===== config.mk =====
export PLATFORM = sky130hd
export DESIGN_NAME = canonical_reducer
export DESIGN_NICKNAME = d
export VERILOG_FILES = /design/src/rtl/canonical_reducer.sv
export SDC_FILE = /design/constraint.sdc
export NUM_CORES = 1
export LEC_CHECK = 0
export ABC_CLOCK_PERIOD_IN_PS = 12400
export CAP_MARGIN = 20
export CORE_MARGIN = 3
export CORE_UTILIZATION = 45
export DETAILED_ROUTE_END_ITERATION = 8
export GPL_TIMING_DRIVEN = 1
export PLACE_DENSITY = 0.71
export SLEW_MARGIN = 20
export SYNTH_ARGS = -nofsm -noshare
export SYNTH_HDL_FRONTEND = slang
export SYNTH_SLANG_ARGS = --single-unit
export TNS_END_PERCENT = 1

===== constraint.sdc =====
create_clock -name clk -period 12.4 [get_ports clk]
set_clock_uncertainty 0.1 [all_clocks]
set_input_delay 1.24 -clock clk [delete_from_list [all_inputs] [get_ports clk]]
set_output_delay 1.24 -clock clk [all_outputs]
set_load 0.05 [all_outputs]

===== src/rtl/canonical_reducer.sv =====
// canonical_reducer: multi-pivot stabilizer row reducer.
// Holds NUM_SLOT pivot rows (slot k owns column pivot_base+k) and reduces each
// incoming row against them one slot per cycle, in an X- or Z-block pass chosen
// at start. Non-absorbed rows stream out as residuals; stored pivots drain on request.
// Optional macro CANON_ANTICOMM_CHECK_EN: adds odd-exponent detection and the
// sticky err_anticomm flag (otherwise err_anticomm is tied low).
module canonical_reducer #(
    parameter int NUM_QUBIT  = 4,
    parameter int MAX_VECTOR = 2**NUM_QUBIT,
    parameter int NUM_SLOT   = 4
) (
    input  logic                         clk,
    input  logic                         rst_new,
    input  logic                         start,
    input  logic                         mode,
    input  logic [$clog2(NUM_QUBIT)-1:0] pivot_base,
    input  logic                         drain,
    input  logic                         in_valid,
    output logic                         in_ready,
    input  logic [2*NUM_QUBIT-1:0]       in_literals,
    input  logic [MAX_VECTOR-1:0]        in_phase,
    input  logic                         in_flag,
    output logic                         out_valid,
    input  logic                         out_ready,
    output logic [2*NUM_QUBIT-1:0]       out_literals,
    output logic [MAX_VECTOR-1:0]        out_phase,
    output logic                         out_flag,
    output logic                         out_is_pivot,
    output logic                         busy,
    output logic                         err_anticomm
);
    localparam int LW  = 2*NUM_QUBIT;
    localparam int PBW = $clog2(NUM_QUBIT);
    localparam int KW  = (NUM_SLOT > 1) ? $clog2(NUM_SLOT) : 1;
    localparam int CW  = PBW + KW + 1;

    typedef enum logic [2:0] {IDLE, ACCEPT, REDUCE, EMIT, DRAIN} state_t;

    state_t                              state_q, state_d;
    logic [KW-1:0]                       k_q, k_d;
    logic                                mode_q, mode_d;
    logic [PBW-1:0]                      base_q, base_d;
    logic [LW-1:0]                       wlit_q, wlit_d;
    logic [MAX_VECTOR-1:0]               wph_q, wph_d;
    logic                                wflag_q, wflag_d;
    logic [NUM_SLOT-1:0]                 svld_q, svld_d;
    logic [NUM_SLOT-1:0][LW-1:0]         slit_q, slit_d;
    logic [NUM_SLOT-1:0][MAX_VECTOR-1:0] sph_q, sph_d;
    logic [NUM_SLOT-1:0]                 sflag_q, sflag_d;

    logic [CW-1:0]           col;
    logic [1:0]              lit_c;
    logic                    is_piv, kv, mul_fire;
    logic [LW-1:0]           kl, prod_lit, dl;
    logic [MAX_VECTOR-1:0]   kp, prod_ph, dp;
    logic [1:0]              e_raw, e_eff;
    logic [KW-1:0]           didx;
    logic                    any_occ, df;
    logic [NUM_SLOT-1:0]     rem;

    // Aaronson-Gottesman i-exponent of (x1,z1)*(x2,z2), as a 2-bit mod-4 value.
    function automatic logic [1:0] g_exp(input logic x1, input logic z1,
                                         input logic x2, input logic z2);
        logic [1:0] g;
        case ({x1, z1})
            2'b11:   g = {1'b0, z2} - {1'b0, x2};
            2'b10:   g = z2 ? (x2 ? 2'd1 : 2'd3) : 2'd0;
            2'b01:   g = x2 ? (z2 ? 2'd3 : 2'd1) : 2'd0;
            default: g = 2'd0;
        endcase
        return g;
    endfunction

    // Pivot test for slot k and the slot_k * working product.
    always_comb begin
        col   = CW'(base_q) + CW'(k_q);
        lit_c = 2'b00;  // out-of-range columns read as I, i.e. never pivot
        for (int q = 0; q < NUM_QUBIT; q++)
            if (col == CW'(q)) lit_c = wlit_q[2*q +: 2];
        is_piv = mode_q ? lit_c[0] : lit_c[1];
        kl = '0;
        kp = '0;
        kv = 1'b0;
        for (int s = 0; s < NUM_SLOT; s++)
            if (k_q == KW'(s)) begin
                kl = slit_q[s];
                kp = sph_q[s];
                kv = svld_q[s];
            end
        e_raw = 2'd0;
        for (int q = 0; q < NUM_QUBIT; q++)
            e_raw = e_raw + g_exp(kl[2*q+1], kl[2*q], wlit_q[2*q+1], wlit_q[2*q]);
`ifdef CANON_ANTICOMM_CHECK_EN
        e_eff = e_raw[0] ? e_raw - 2'd1 : e_raw;
`else
        e_eff = e_raw & 2'b10;
`endif
        prod_lit = kl ^ wlit_q;
        prod_ph  = kp ^ wph_q ^ {MAX_VECTOR{e_eff == 2'd2}};
        mul_fire = (state_q == REDUCE) && is_piv && kv;
    end

    // Lowest occupied slot is always the next one to drain.
    always_comb begin
        didx = '0;
        for (int s = NUM_SLOT-1; s >= 0; s--)
            if (svld_q[s]) didx = KW'(s);
        any_occ = |svld_q;
        dl = '0;
        dp = '0;
        df = 1'b0;
        for (int s = 0; s < NUM_SLOT; s++)
            if (didx == KW'(s)) begin
                dl = slit_q[s];
                dp = sph_q[s];
                df = sflag_q[s];
            end
    end

    // Next-state, slot updates and handshake outputs.
    always_comb begin
        state_d = state_q;
        k_d     = k_q;
        mode_d  = mode_q;
        base_d  = base_q;
        wlit_d  = wlit_q;
        wph_d   = wph_q;
        wflag_d = wflag_q;
        svld_d  = svld_q;
        slit_d  = slit_q;
        sph_d   = sph_q;
        sflag_d = sflag_q;
        rem     = svld_q;
        for (int s = 0; s < NUM_SLOT; s++)
            if (didx == KW'(s)) rem[s] = 1'b0;
        in_ready     = 1'b0;
        out_valid    = 1'b0;
        out_is_pivot = 1'b0;
        out_literals = '0;
        out_phase    = '0;
        out_flag     = 1'b0;
        case (state_q)
            ACCEPT: begin
                if (drain) begin
                    state_d = any_occ ? DRAIN : IDLE;
                end else begin
                    in_ready = 1'b1;
                    if (in_valid) begin
                        wlit_d  = in_literals;
                        wph_d   = in_phase;
                        wflag_d = in_flag;
                        k_d     = '0;
                        state_d = REDUCE;
                    end
                end
            end
            REDUCE: begin
                if (is_piv && !kv) begin
                    // empty pivot slot: the row becomes its pivot, nothing is emitted
                    for (int s = 0; s < NUM_SLOT; s++)
                        if (k_q == KW'(s)) begin
                            svld_d[s]  = 1'b1;
                            slit_d[s]  = wlit_q;
                            sph_d[s]   = wph_q;
                            sflag_d[s] = wflag_q;
                        end
                    state_d = ACCEPT;
                end else begin
                    if (mul_fire) begin
                        wlit_d = prod_lit;
                        wph_d  = prod_ph;
                    end
                    if (k_q == KW'(NUM_SLOT-1)) state_d = EMIT;
                    else                        k_d     = k_q + 1'b1;
                end
            end
            EMIT: begin
                out_valid    = 1'b1;
                out_literals = wlit_q;
                out_phase    = wph_q;
                out_flag     = wflag_q;
                if (out_ready) state_d = ACCEPT;
            end
            DRAIN: begin
                out_valid    = any_occ;
                out_is_pivot = 1'b1;
                out_literals = dl;
                out_phase    = dp;
                out_flag     = df;
                if (!any_occ) begin
                    state_d = IDLE;
                end else if (out_ready) begin
                    svld_d = rem;
                    if (rem == '0) state_d = IDLE;
                end
            end
            default: ;
        endcase
        // start aborts whatever is in flight and wins over drain
        if (start) begin
            state_d   = ACCEPT;
            svld_d    = '0;
            mode_d    = mode;
            base_d    = pivot_base;
            in_ready  = 1'b0;
            out_valid = 1'b0;
        end
    end

    // State, working row and slot storage.
    always_ff @(posedge clk or posedge rst_new) begin
        if (rst_new) begin
            state_q <= IDLE;
            k_q     <= '0;
            mode_q  <= 1'b0;
            base_q  <= '0;
            wlit_q  <= '0;
            wph_q   <= '0;
            wflag_q <= 1'b0;
            svld_q  <= '0;
            slit_q  <= '0;
            sph_q   <= '0;
            sflag_q <= '0;
        end else begin
            state_q <= state_d;
            k_q     <= k_d;
            mode_q  <= mode_d;
            base_q  <= base_d;
            wlit_q  <= wlit_d;
            wph_q   <= wph_d;
            wflag_q <= wflag_d;
            svld_q  <= svld_d;
            slit_q  <= slit_d;
            sph_q   <= sph_d;
            sflag_q <= sflag_d;
        end
    end

    assign busy = (state_q != IDLE);

`ifdef CANON_ANTICOMM_CHECK_EN
    logic err_q, err_d;

    // Sticky anticommutation flag, cleared only by start or reset.
    always_comb begin
        err_d = err_q;
        if (mul_fire && e_raw[0]) err_d = 1'b1;
        if (start)                err_d = 1'b0;
    end

    // Error flag register.
    always_ff @(posedge clk or posedge rst_new) begin
        if (rst_new) err_q <= 1'b0;
        else         err_q <= err_d;
    end

    assign err_anticomm = err_q;
`else
    assign err_anticomm = 1'b0;
`endif

endmodule


==> results of run 1 <==
[per-layer routing]
layer  part of all wire [%]  vias up  GRT usage, %
li1                       -     3276             -
met1                     43     3511         31.09
met2                     48      259         39.13
met3                    6.5       37         4.536
met4                    1.7        0         8.333
met5                      0        -             0
[cell families after synthesis]
group | after synthesis
xor+xnor | 35
flops | 137
buf+inv | 94
fa+ha+maj | 20
simple gates | 262
mux | 77
compound gates | 270
other cells | 1
[final cells by class]
| type | count | area, sq um |
|---|---|---|
| Multi-Input combinational cell | 665 | 4546 |
| Sequential cell | 137 | 3428 |
| Tap cell | 229 | 286.5 |
| Clock buffer | 22 | 444.2 |
| Timing Repair Buffer | 78 | 760.7 |
| Fill cell | 1615 | 8496 |
| Clock inverter | 5 | 52.55 |
| Inverter | 18 | 72.57 |
[state kept, by name (all words and copies together), names as in the netlist]
name	cells
sph_q	64
slit_q	32
wph_q	16
wlit_q	8
sflag_q	4
svld_q	4
state_q	3
base_q	2
k_q	2
mode_q	1
wflag_q	1
[worst register-to-register path: stages (launching register included)]
cell and delay [ns]:
dfrtp_1 0.42, inv_1 0.15, ha_1 0.74, buf_4 0.46
nand2_2 0.11, a311oi_4 0.44, nor2_1 0.07, a211oi_1 0.22
a31oi_1 0.09, fa_1 0.56, nand2b_1 0.18, xnor2_1 0.13
nand4_1 0.08, o31ai_1 0.06, or3_1 0.76, xor2_1 0.81
xor2_1 0.22, o211ai_1 0.13
[synth_stat cells (all sizes together), types with 4 or more instances]
cell	instances	share of area [%]
o22ai	16	1.2
xnor2	28	3.0
nand2b	30	2.2
inv	18	0.81
a22o	4	0.42
nor3	19	1.1
o31a	4	0.42
mux2	72	9.8
nor2b	9	0.67
buf	27	1.8
a21oi	65	3.9
clkbuf	49	2.2
a311oi	11	1.6
ha	17	2.5
a31oi	11	0.82
a222oi	25	3.0
nand3	6	0.36
a211oi	5	0.45
dfrtp	137	41
a22oi	5	0.45
nor2	46	2.1
xor2	7	0.73
nand2	101	4.6
nor3b	6	0.54
o211ai	4	0.36
o21ai	105	6.3
nand3b	25	2.2
[how the worst max path moves through the flow]
stage	start	endpoint	slack [ns]	cells past startpoint
detailed placement	k_q[1]$_DFFE_PP0P_	wph_q[3]$_DFFE_PP0P_	6.65	17
floorplan	rst_new	base_q[0]$_DFFE_PP0P_	7.39	1
global placement	k_q[1]$_DFFE_PP0P_	wph_q[3]$_DFFE_PP0P_	6.88	17
CTS	k_q[1]$_DFFE_PP0P_	wph_q[11]$_DFFE_PP0P_	6.65	17
finish	k_q[1]$_DFFE_PP0P_	wph_q[11]$_DFFE_PP0P_	6.56	17
global route	k_q[1]$_DFFE_PP0P_	wph_q[11]$_DFFE_PP0P_	6.18	17
[per-stage QoR]
stage | utilization, % | instances | setup slack (ns) | hold slack, ns
3_3_place_gp | 50.11 | 1126 | 6.876 | 0.3753
6_report | 53.03 | 1154 | 6.558 | 0.3928
2_1_floorplan | - | 896 | 7.392 | 0.3498
4_1_cts | 52.87 | 1153 | 6.647 | 0.3907
3_5_place_dp | 50.13 | 1126 | 6.652 | 0.3794
5_1_grt | 53.03 | 1154 | 6.185 | 0.4195
[power groups by stage]
stage,sequential (mW),clock [mW],combinational [mW]
5_1_grt,0.792,0.474,1.56
2_1_floorplan,0.694,0,1.19
6_report,0.769,0.453,1.43
3_5_place_dp,0.768,0,1.41
4_1_cts,0.762,0.455,1.42
3_3_place_gp,0.762,0,1.39
==> results.sh, run 1 <==
export IMPL_status="complete, no violations"
export IMPL_core_rowCount=49
export IMPL_cts_sinks=137
export IMPL_p_per_area_nw_per_um2=276.6
export IMPL_power_leakage_nw=3.967
export IMPL_yosys_cell_types_count=63
export IMPL_path_cells="inv_1 > ha_1 > buf_4 > nand2_2 > a311oi_4 > nor2_1 > a211oi_1 > a31oi_1 > fa_1 > nand2b_1 > xnor2_1 > nand4_1 > o31ai_1 > or3_1 > xor2_1 > xor2_1 > o211ai_1"
export IMPL_vias=7083
export IMPL_yosys_area_share_simple_pct=15.70
export IMPL_p_switching_mw=1.199
export IMPL_worstSetupPathType="reg -> reg"
export IMPL_die_h_microns=142.2
export IMPL_synth_top_family_by_area="compound AO/OA/AOI/OAI gates"
export IMPL_drc_errors=0
export IMPL_p_comb_share_pct=54.0
export IMPL_hold_depth=2
export IMPL_fp_coreArea_sq_um=18090
export IMPL_rr_worst_depth=17
export IMPL_worstPathMaxFanout=29
export IMPL_cpMaxStageDelayCell="xor2_1"
export IMPL_synth_nets=949
export IMPL_mappedNetlistArea_sq_um=8346
export IMPL_clk_latency_ns=0.42
export IMPL_endpoint_kind="flop"
export IMPL_area_delta_synth_final_pct=14.92
export IMPL_slew_headroom_pct=30.25
export IMPL_r2r_end="wph_q[11]$_DFFE_PP0P_"
export IMPL_mostFrequentLayoutCells="dfrtp_1 (137), o21ai_0 (105), nand2_1 (99), mux2_2 (71), a21oi_1 (65)"
export IMPL_diodes=0
export IMPL_drv_cap=0
export IMPL_finalSetupViolCount=0
export IMPL_total_power_mw=2.653
export IMPL_p_sw_share_pct=45.22
export IMPL_hold_violations=0
export IMPL_die_w_microns=142.2
export IMPL_timing_rr_start="k_q[1]$_DFFE_PP0P_"
export IMPL_ys_warn_count=0
export IMPL_rsz0062_at_grt="no"
export IMPL_required_ns=12.59
export IMPL_cp_top_family="adder cells"
export IMPL_synth_xor_area_share_pct=3.763
export IMPL_drive_above_1_share_pct=14.27
export IMPL_cts_tree="built"
export IMPL_clk_pin_slew_ns=0.06
export IMPL_arrival_ns=6.04
export IMPL_ys_flop_type="dfrtp_1"
export IMPL_numCtsBuffers=17
export IMPL_crit_path_start_kind="flop"
export IMPL_drt_iter0_drc=674
export IMPL_root_buffer="clkbuf_16"
export IMPL_grt_max_degree=79
export IMPL_ys_seq_area_share_pct=41.08
export IMPL_clockPowerShare_pct=17.1
export IMPL_cts_setup_buffers=0
export IMPL_dr_pass1_iters=8
export IMPL_gp_congestion=0.8219
export IMPL_worst_path_buf_inv=2
export IMPL_final_common_cell="dfrtp_1"
export IMPL_die_area_sq_um=20220
export IMPL_tightest_slew_ns=1.046
export IMPL_seqPwrFrac_pct=29.0
export IMPL_crit_top_cell="xor2_1"
export IMPL_intPower_mw=1.453
export IMPL_syn_area_per_cell_sq_um=9.314
export IMPL_period_needed_ns=5.842
export IMPL_postLayoutCellArea_sq_um=9590
export IMPL_dpl_cell_area_sq_um=9066
export IMPL_ant_nets=0
export IMPL_clockBufferDepth=2
export IMPL_ioPinCount=64
export IMPL_dpl_hpwl_microns=14380
export IMPL_synth_compound_area_share_pct=20.67
export IMPL_ctsHoldBuffers=0
export IMPL_wl_per_cell_microns=20.49
export IMPL_finalCritPeriodShare_pct=47.11
export IMPL_cts_resized=0
export IMPL_start_util_pct=46.14
export IMPL_vias_per_cell=6.138
export IMPL_hold_path_end="slit_q[23]$_DFFE_PP0P_"
export IMPL_grt_first_pass_wirelength_microns=37450
export IMPL_synth_fa_ha_area_share_pct=3.148
export IMPL_reg2reg_slack_ns=6.56
export IMPL_antenna_found_initial=0
export IMPL_wl_microns=23650
export IMPL_ys_ff_latch=137
export IMPL_gr_total_overflow=0
export IMPL_grt_total_usage_pct=23.63
export IMPL_fin_tns_setup_ns=0
export IMPL_synth_area_mux_share_pct=10.81
export IMPL_syn_inst=896
export IMPL_max_stage_delay_ns=0.80
export IMPL_fmax_mhz=171.2
export IMPL_hold_path_class="reg -> reg"
export IMPL_final_net_count=970
export IMPL_drv_slew=0
export IMPL_synth_edf_count=0
export IMPL_grt_pass1_vias=6836
export IMPL_htree_levels=4
export IMPL_portBuffers=62
export IMPL_async_reset_ff_share_pct=100.0
export IMPL_hold_start="slit_q[23]$_DFFE_PP0P_"
export IMPL_ir_worst_vdd_uv=124.4
(Power assumes the default switching activity.)
==> run 2, diff against run 1 <==
--- a/config.mk
+++ b/config.mk
@@ -5,7 +5,7 @@
 export SDC_FILE = /design/constraint.sdc
 export NUM_CORES = 1
 export LEC_CHECK = 0
-export ABC_CLOCK_PERIOD_IN_PS = 12400
+export ABC_CLOCK_PERIOD_IN_PS = 5400
 export CAP_MARGIN = 20
 export CORE_MARGIN = 3
 export CORE_UTILIZATION = 45
==> constraint.sdc (replaced) <==
create_clock -name clk -period 5.4 [get_ports clk]
set_clock_uncertainty 0.1 [all_clocks]
set_input_delay 0.54 -clock clk [delete_from_list [all_inputs] [get_ports clk]]
set_output_delay 0.54 -clock clk [all_outputs]
set_load 0.05 [all_outputs]
==> run 2 against run 1 <==
Compared with the run above: sequential share of layout area shrank 0.36 points; first-iteration DRC count rose by 21%; hold slack worse by 0.012 ns; critical endpoint is now wph_q[12]$_DFFE_PP0P_.
==> results.sh, run 2 (synthesis results as in run 1) <==
export IMPL_numCtsBuffers=17
export IMPL_power_leakage_nw=4.020
export IMPL_root_buffer="clkbuf_16"
export IMPL_worstPathMaxFanout=14
export IMPL_gp_congestion=0.8392
export IMPL_die_h_microns=142.2
export IMPL_dp_slack_ns=0.4692
export IMPL_stdcell_count=1169
export IMPL_finalCritPeriodShare_pct=91.75
export IMPL_final_net_count=980
export IMPL_dpl_hpwl_microns=15300
export IMPL_drc_errors=0
export IMPL_finalSetupViolCount=0
export IMPL_ant_nets=0
export IMPL_vias_per_cell=6.151
export IMPL_grt_first_pass_wirelength_microns=38070
export IMPL_die_w_microns=142.2
export IMPL_cpMaxStageDelayCell="or3_1"
export IMPL_start_util_pct=46.14
export IMPL_area_delta_synth_final_pct=16.09
export IMPL_cp_top_family="simple AND/OR/NAND/NOR gates"
export IMPL_rsz0062_at_grt="no"
export IMPL_required_ns=5.62
export IMPL_hold_depth=2
export IMPL_hold_violations=0
export IMPL_crit_path_start_kind="flop"
export IMPL_antenna_found_initial=0
export IMPL_drv_cap=0
export IMPL_dr_pass1_iters=6
export IMPL_cts_sinks=137
export IMPL_period_needed_ns=4.954
export IMPL_cts_resized=0
export IMPL_grt_total_usage_pct=23.77
export IMPL_drv_slew=0
export IMPL_clk_latency_ns=0.42
export IMPL_worst_path_buf_inv=1
export IMPL_status="complete, no violations"
export IMPL_grt_pass1_vias=6820
export IMPL_arrival_ns=5.17
export IMPL_wl_microns=23770
export IMPL_grt_max_degree=105
export IMPL_final_common_cell="dfrtp_1"
export IMPL_cts_setup_buffers=0
export IMPL_vias=7191
export IMPL_die_area_sq_um=20220
export IMPL_p_per_area_nw_per_um2=638.4
export IMPL_largest_register_ff_count=64
export IMPL_hold_start="slit_q[23]$_DFFE_PP0P_"
export IMPL_max_stage_delay_ns=0.74
export IMPL_reg2reg_slack_ns=0.45
export IMPL_worstSetupPathType="reg -> reg"
export IMPL_hold_path_class="reg -> reg"
export IMPL_fin_tns_setup_ns=0
export IMPL_fmax_mhz=201.8
export IMPL_dp_cells=1137
export IMPL_drive_above_1_share_pct=15.74
export IMPL_clk_pin_slew_ns=0.06
export IMPL_clockBufferDepth=2
export IMPL_gr_total_overflow=0
export IMPL_timing_rr_start="k_q[1]$_DFFE_PP0P_"
export IMPL_fin_ws_ns=0.4456
export IMPL_hold_path_end="slit_q[23]$_DFFE_PP0P_"
export IMPL_core_rowCount=49
export IMPL_fp_coreArea_sq_um=18090
export IMPL_mostFrequentLayoutCells="dfrtp_1 (137), o21ai_0 (105), nand2_1 (100), mux2_2 (71), a21oi_1 (65)"
export IMPL_drt_iter0_drc=815
export IMPL_top_register="sph_q"
export IMPL_cts_tree="built"
export IMPL_portBuffers=62
export IMPL_path_cells="inv_1 > ha_1 > nand3b_1 > a311oi_4 > nor2_1 > a211oi_1 > a31oi_1 > fa_1 > nand2b_1 > xnor2_1 > nand4_1 > o31ai_1 > or3_1 > xnor2_1 > xnor2_1 > nor3_1 > a311oi_1"
export IMPL_rr_worst_depth=17
export IMPL_wl_per_cell_microns=20.33
export IMPL_ctsHoldBuffers=0
export IMPL_ioPinCount=64
export IMPL_reg_top3="sph_q (64), slit_q (32), wph_q (16)"
export IMPL_ir_worst_vdd_uv=301.9
export IMPL_slew_headroom_pct=28.67
export IMPL_tightest_slew_ns=1.065
export IMPL_diodes=0
export IMPL_crit_top_cell="xnor2_1"
export IMPL_endpoint_kind="flop"
export IMPL_r2r_end="wph_q[12]$_DFFE_PP0P_"
export IMPL_htree_levels=4
-- run 2: changes by cell type in the layout (fill, tap and decap cells not counted), moves of 3 or more --
cell	before	now
clkbuf_8	0	3
buf_4	15	26
clkbuf_1	5	2
clkinvlp_4	1	5
-- run 2: cell type report --
cell class,count,area (sq um)
clock buffers,22,474.2
clock inverters,10,70.07
fillers,1585,8398
inverters,18,72.57
multi-input cells,665,4541
flip-flops and latches,137,3428
well taps,229,286.5
repair buffers,88,815.8
-- run 2: metrics by stage --
step	area, sq um	hold slack [ns]	utilization, %	power (mW)
4_1_cts	9688	0.3836	53.57	6.153
6_report	9688	0.3804	53.57	6.185
3_5_place_dp	9144	0.3709	50.56	5.058
5_1_grt	9688	0.4110	53.57	6.605
2_1_floorplan	8346	0.3498	-	4.315
3_3_place_gp	9139	0.3643	50.53	4.983
-- run 2: worst reg2reg max path: cells and delay by family, from the launching register on --
| family | cells | cell delay (ns) |
|---|---|---|
| flip-flops | 1 | 0.41 |
| AND/OR/NAND/NOR | 6 | 1.37 |
| buffers and inverters | 1 | 0.14 |
| XOR/XNOR | 3 | 0.63 |
| adder cells (fa/ha/maj) | 2 | 1.10 |
| AO/OA/AOI/OAI | 5 | 1.12 |
-- run 2: worst max path at each step --
stage / from / endpoint / slack [ns] / cells past startpoint
5_1_grt: k_q[1]$_DFFE_PP0P_ / wph_q[8]$_DFFE_PP0P_ / 0.05 / 16
6_report: k_q[1]$_DFFE_PP0P_ / wph_q[12]$_DFFE_PP0P_ / 0.45 / 17
3_5_place_dp: k_q[1]$_DFFE_PP0P_ / wph_q[1]$_DFFE_PP0P_ / 0.47 / 17
2_1_floorplan: rst_new / base_q[0]$_DFFE_PP0P_ / 1.09 / 1
3_3_place_gp: k_q[1]$_DFFE_PP0P_ / wph_q[2]$_DFFE_PP0P_ / 0.61 / 17
4_1_cts: k_q[1]$_DFFE_PP0P_ / wph_q[3]$_DFFE_PP0P_ / 0.43 / 17
-- run 2: per-layer routing --
layer / vias up / GRT usage [%] / routed length (microns)
met5: - / 0 / 0
met2: 307 / 37.42 / 11000
met3: 39 / 4.335 / 1788
met4: 0 / 7.980 / 480
li1: 3304 / - / -
met1: 3541 / 33.25 / 10500
-- run 2: report_power, final --
group	internal [mW]	switching (mW)
Sequential	1.35	0.415
Clock	0.623	0.463
Combinational	1.42	1.92
Total	3.39	2.80
==> run 3, diff against run 2 <==
--- a/config.mk
+++ b/config.mk
@@ -5,7 +5,7 @@
 export SDC_FILE = /design/constraint.sdc
 export NUM_CORES = 1
 export LEC_CHECK = 0
-export ABC_CLOCK_PERIOD_IN_PS = 5400
+export ABC_CLOCK_PERIOD_IN_PS = 6200
 export CAP_MARGIN = 20
 export CORE_MARGIN = 3
 export CORE_UTILIZATION = 45
==> constraint.sdc (replaced) <==
create_clock -name clk -period 6.2 [get_ports clk]
set_clock_uncertainty 0.1 [all_clocks]
set_input_delay 0.62 -clock clk [delete_from_list [all_inputs] [get_ports clk]]
set_output_delay 0.62 -clock clk [all_outputs]
set_load 0.05 [all_outputs]
==> run 3 against run 2 <==
Compared with the run above: sequential share of layout area decreased by 0.068 points; first-iteration DRC count decreased by 9.3%; sequential power decreased by 13%; die area unchanged; non-clock buffer count decreased by 9; hold slack improved by 0.018 ns; cell area increased by 0.19%; routed wire length decreased by 1.6%; worst setup slack improved by 0.43 ns; flip-flop and latch count unchanged; critical path type unchanged; largest cell class unchanged.
==> results.sh, run 3 (synthesis results as in run 1) <==
export IMPL_hold_violations=0
export IMPL_ant_nets=0
export IMPL_reg_top3="sph_q (64), slit_q (32), wph_q (16)"
export IMPL_fmax_mhz=187.7
export IMPL_wl_microns=23390
export IMPL_holdWs_ns=0.3981
export IMPL_diodes=0
export IMPL_clk_pin_slew_ns=0.06
export IMPL_slew_headroom_pct=29.84
export IMPL_fin_tns_setup_ns=0
export IMPL_antenna_found_initial=0
export IMPL_period_needed_ns=5.329
export IMPL_finalSetupViolCount=0
export IMPL_finalCritPeriodShare_pct=85.95
export IMPL_numCtsBuffers=17
export IMPL_vias_per_cell=6.149
export IMPL_core_rowCount=49
export IMPL_drv_cap=0
export IMPL_die_h_microns=142.2
export IMPL_ctsHoldBuffers=0
export IMPL_cts_tree="built"
export IMPL_gr_total_overflow=0
export IMPL_die_w_microns=142.2
export IMPL_vias=7127
export IMPL_htree_levels=4
export IMPL_area_delta_synth_final_pct=16.31
export IMPL_drive_above_1_share_pct=15.16
export IMPL_drv_slew=0
export IMPL_final_common_cell="dfrtp_1"
export IMPL_cts_sinks=137
export IMPL_hold_path_class="reg -> reg"
export IMPL_worstPathMaxFanout=52
export IMPL_grt_first_pass_wirelength_microns=38210
export IMPL_top_register="sph_q"
export IMPL_cts_setup_buffers=0
export IMPL_drt_iter0_drc=739
export IMPL_total_power_mw=5.494
export IMPL_reg2reg_slack_ns=0.87
export IMPL_grt_total_usage_pct=23.78
export IMPL_largest_register_ff_count=64
export IMPL_crit_path_start_kind="flop"
export IMPL_cts_resized=0
export IMPL_dr_pass1_iters=9
export IMPL_grt_max_degree=82
export IMPL_grt_pass1_vias=7011
export IMPL_final_util_pct=53.67
export IMPL_mostFrequentLayoutCells="dfrtp_1 (137), o21ai_0 (105), nand2_1 (99), mux2_2 (71), a21oi_1 (65)"
export IMPL_arrival_ns=5.52
export IMPL_endpoint_kind="flop"
export IMPL_fp_coreArea_sq_um=18090
export IMPL_ioPinCount=64
export IMPL_clockBufferDepth=2
export IMPL_power_leakage_nw=4.015
export IMPL_start_util_pct=46.14
export IMPL_dpl_hpwl_microns=14850
export IMPL_tightest_slew_ns=1.049
export IMPL_worstSetupPathType="reg -> reg"
export IMPL_rsz0062_at_grt="no"
export IMPL_die_area_sq_um=20220
export IMPL_gp_congestion=0.8642
export IMPL_final_net_count=971
export IMPL_root_buffer="clkbuf_16"
export IMPL_drc_errors=0
export IMPL_ir_worst_vdd_uv=229.7
export IMPL_wl_per_cell_microns=20.18
export IMPL_portBuffers=62
export IMPL_p_per_area_nw_per_um2=566.0
export IMPL_status="complete, no violations"
export IMPL_required_ns=6.39
export IMPL_clk_latency_ns=0.42
[run 3: critical path, stage by stage (launching register included)]
cell and delay [ns]:
dfrtp_1 0.44, ha_2 0.88, nor2_2 0.25, a311oi_4 0.43, nor2_1 0.08, a211oi_1 0.23
a31oi_1 0.10, fa_1 0.54, nand2b_1 0.18, xnor2_1 0.13, nand4_1 0.08, o31ai_1 0.06
or3_1 0.38, buf_4 0.22, xor2_1 0.70, nand4bb_1 0.23, o211ai_1 0.12
[run 3: routing by layer]
| layer | GRT usage, % | routed length, microns | up-vias |
|---|---|---|---|
| li1 | - | - | 3291 |
| met1 | 32.92 | 10180 | 3489 |
| met2 | 38.04 | 11010 | 310 |
| met3 | 4.368 | 1722 | 37 |
| met4 | 7.475 | 470 | 0 |
| met5 | 0 | 0 | - |
[run 3: cell type report]
type | instances | area (sq um)
Inverter | 18 | 72.57
Fill cell | 1621 | 8379
Timing Repair Buffer | 79 | 748.2
Multi-Input combinational cell | 665 | 4543
Clock inverter | 10 | 167.7
Clock buffer | 21 | 460.4
Sequential cell | 137 | 3428
Tap cell | 229 | 286.5
[run 3: worst paths after layout]
| path | end | cells after the start | from |
|---|---|---|---|
| max | wph_q[3]$_DFFE_PP0P_ | 16 | k_q[0]$_DFFE_PP0P_ |
| min | slit_q[23]$_DFFE_PP0P_ | 2 | slit_q[23]$_DFFE_PP0P_ |
| max reg2reg | wph_q[3]$_DFFE_PP0P_ | 16 | k_q[0]$_DFFE_PP0P_ |
| min reg2reg | slit_q[23]$_DFFE_PP0P_ | 2 | slit_q[23]$_DFFE_PP0P_ |
| max in group asynchronous | sph_q[58]$_DFFE_PP0P_ | 3 | rst_new |
| min in group asynchronous | state_q[1]$_DFFE_PP0P_ | 2 | rst_new |
[run 3: through the flow]
step / area (sq um) / instances / setup WS (ns)
global placement: 9074 / 1128 / 0.8966
floorplan: 8346 / 896 / 1.812
global route: 9707 / 1159 / 0.4250
detailed placement: 9076 / 1128 / 0.9069
finish: 9707 / 1159 / 0.8711
CTS: 9704 / 1159 / 0.8701
[run 3: report_power, final]
group | internal, mW | switching [mW]
combinational | 1.21 | 1.66
sequential | 1.17 | 0.365
clock | 0.694 | 0.393
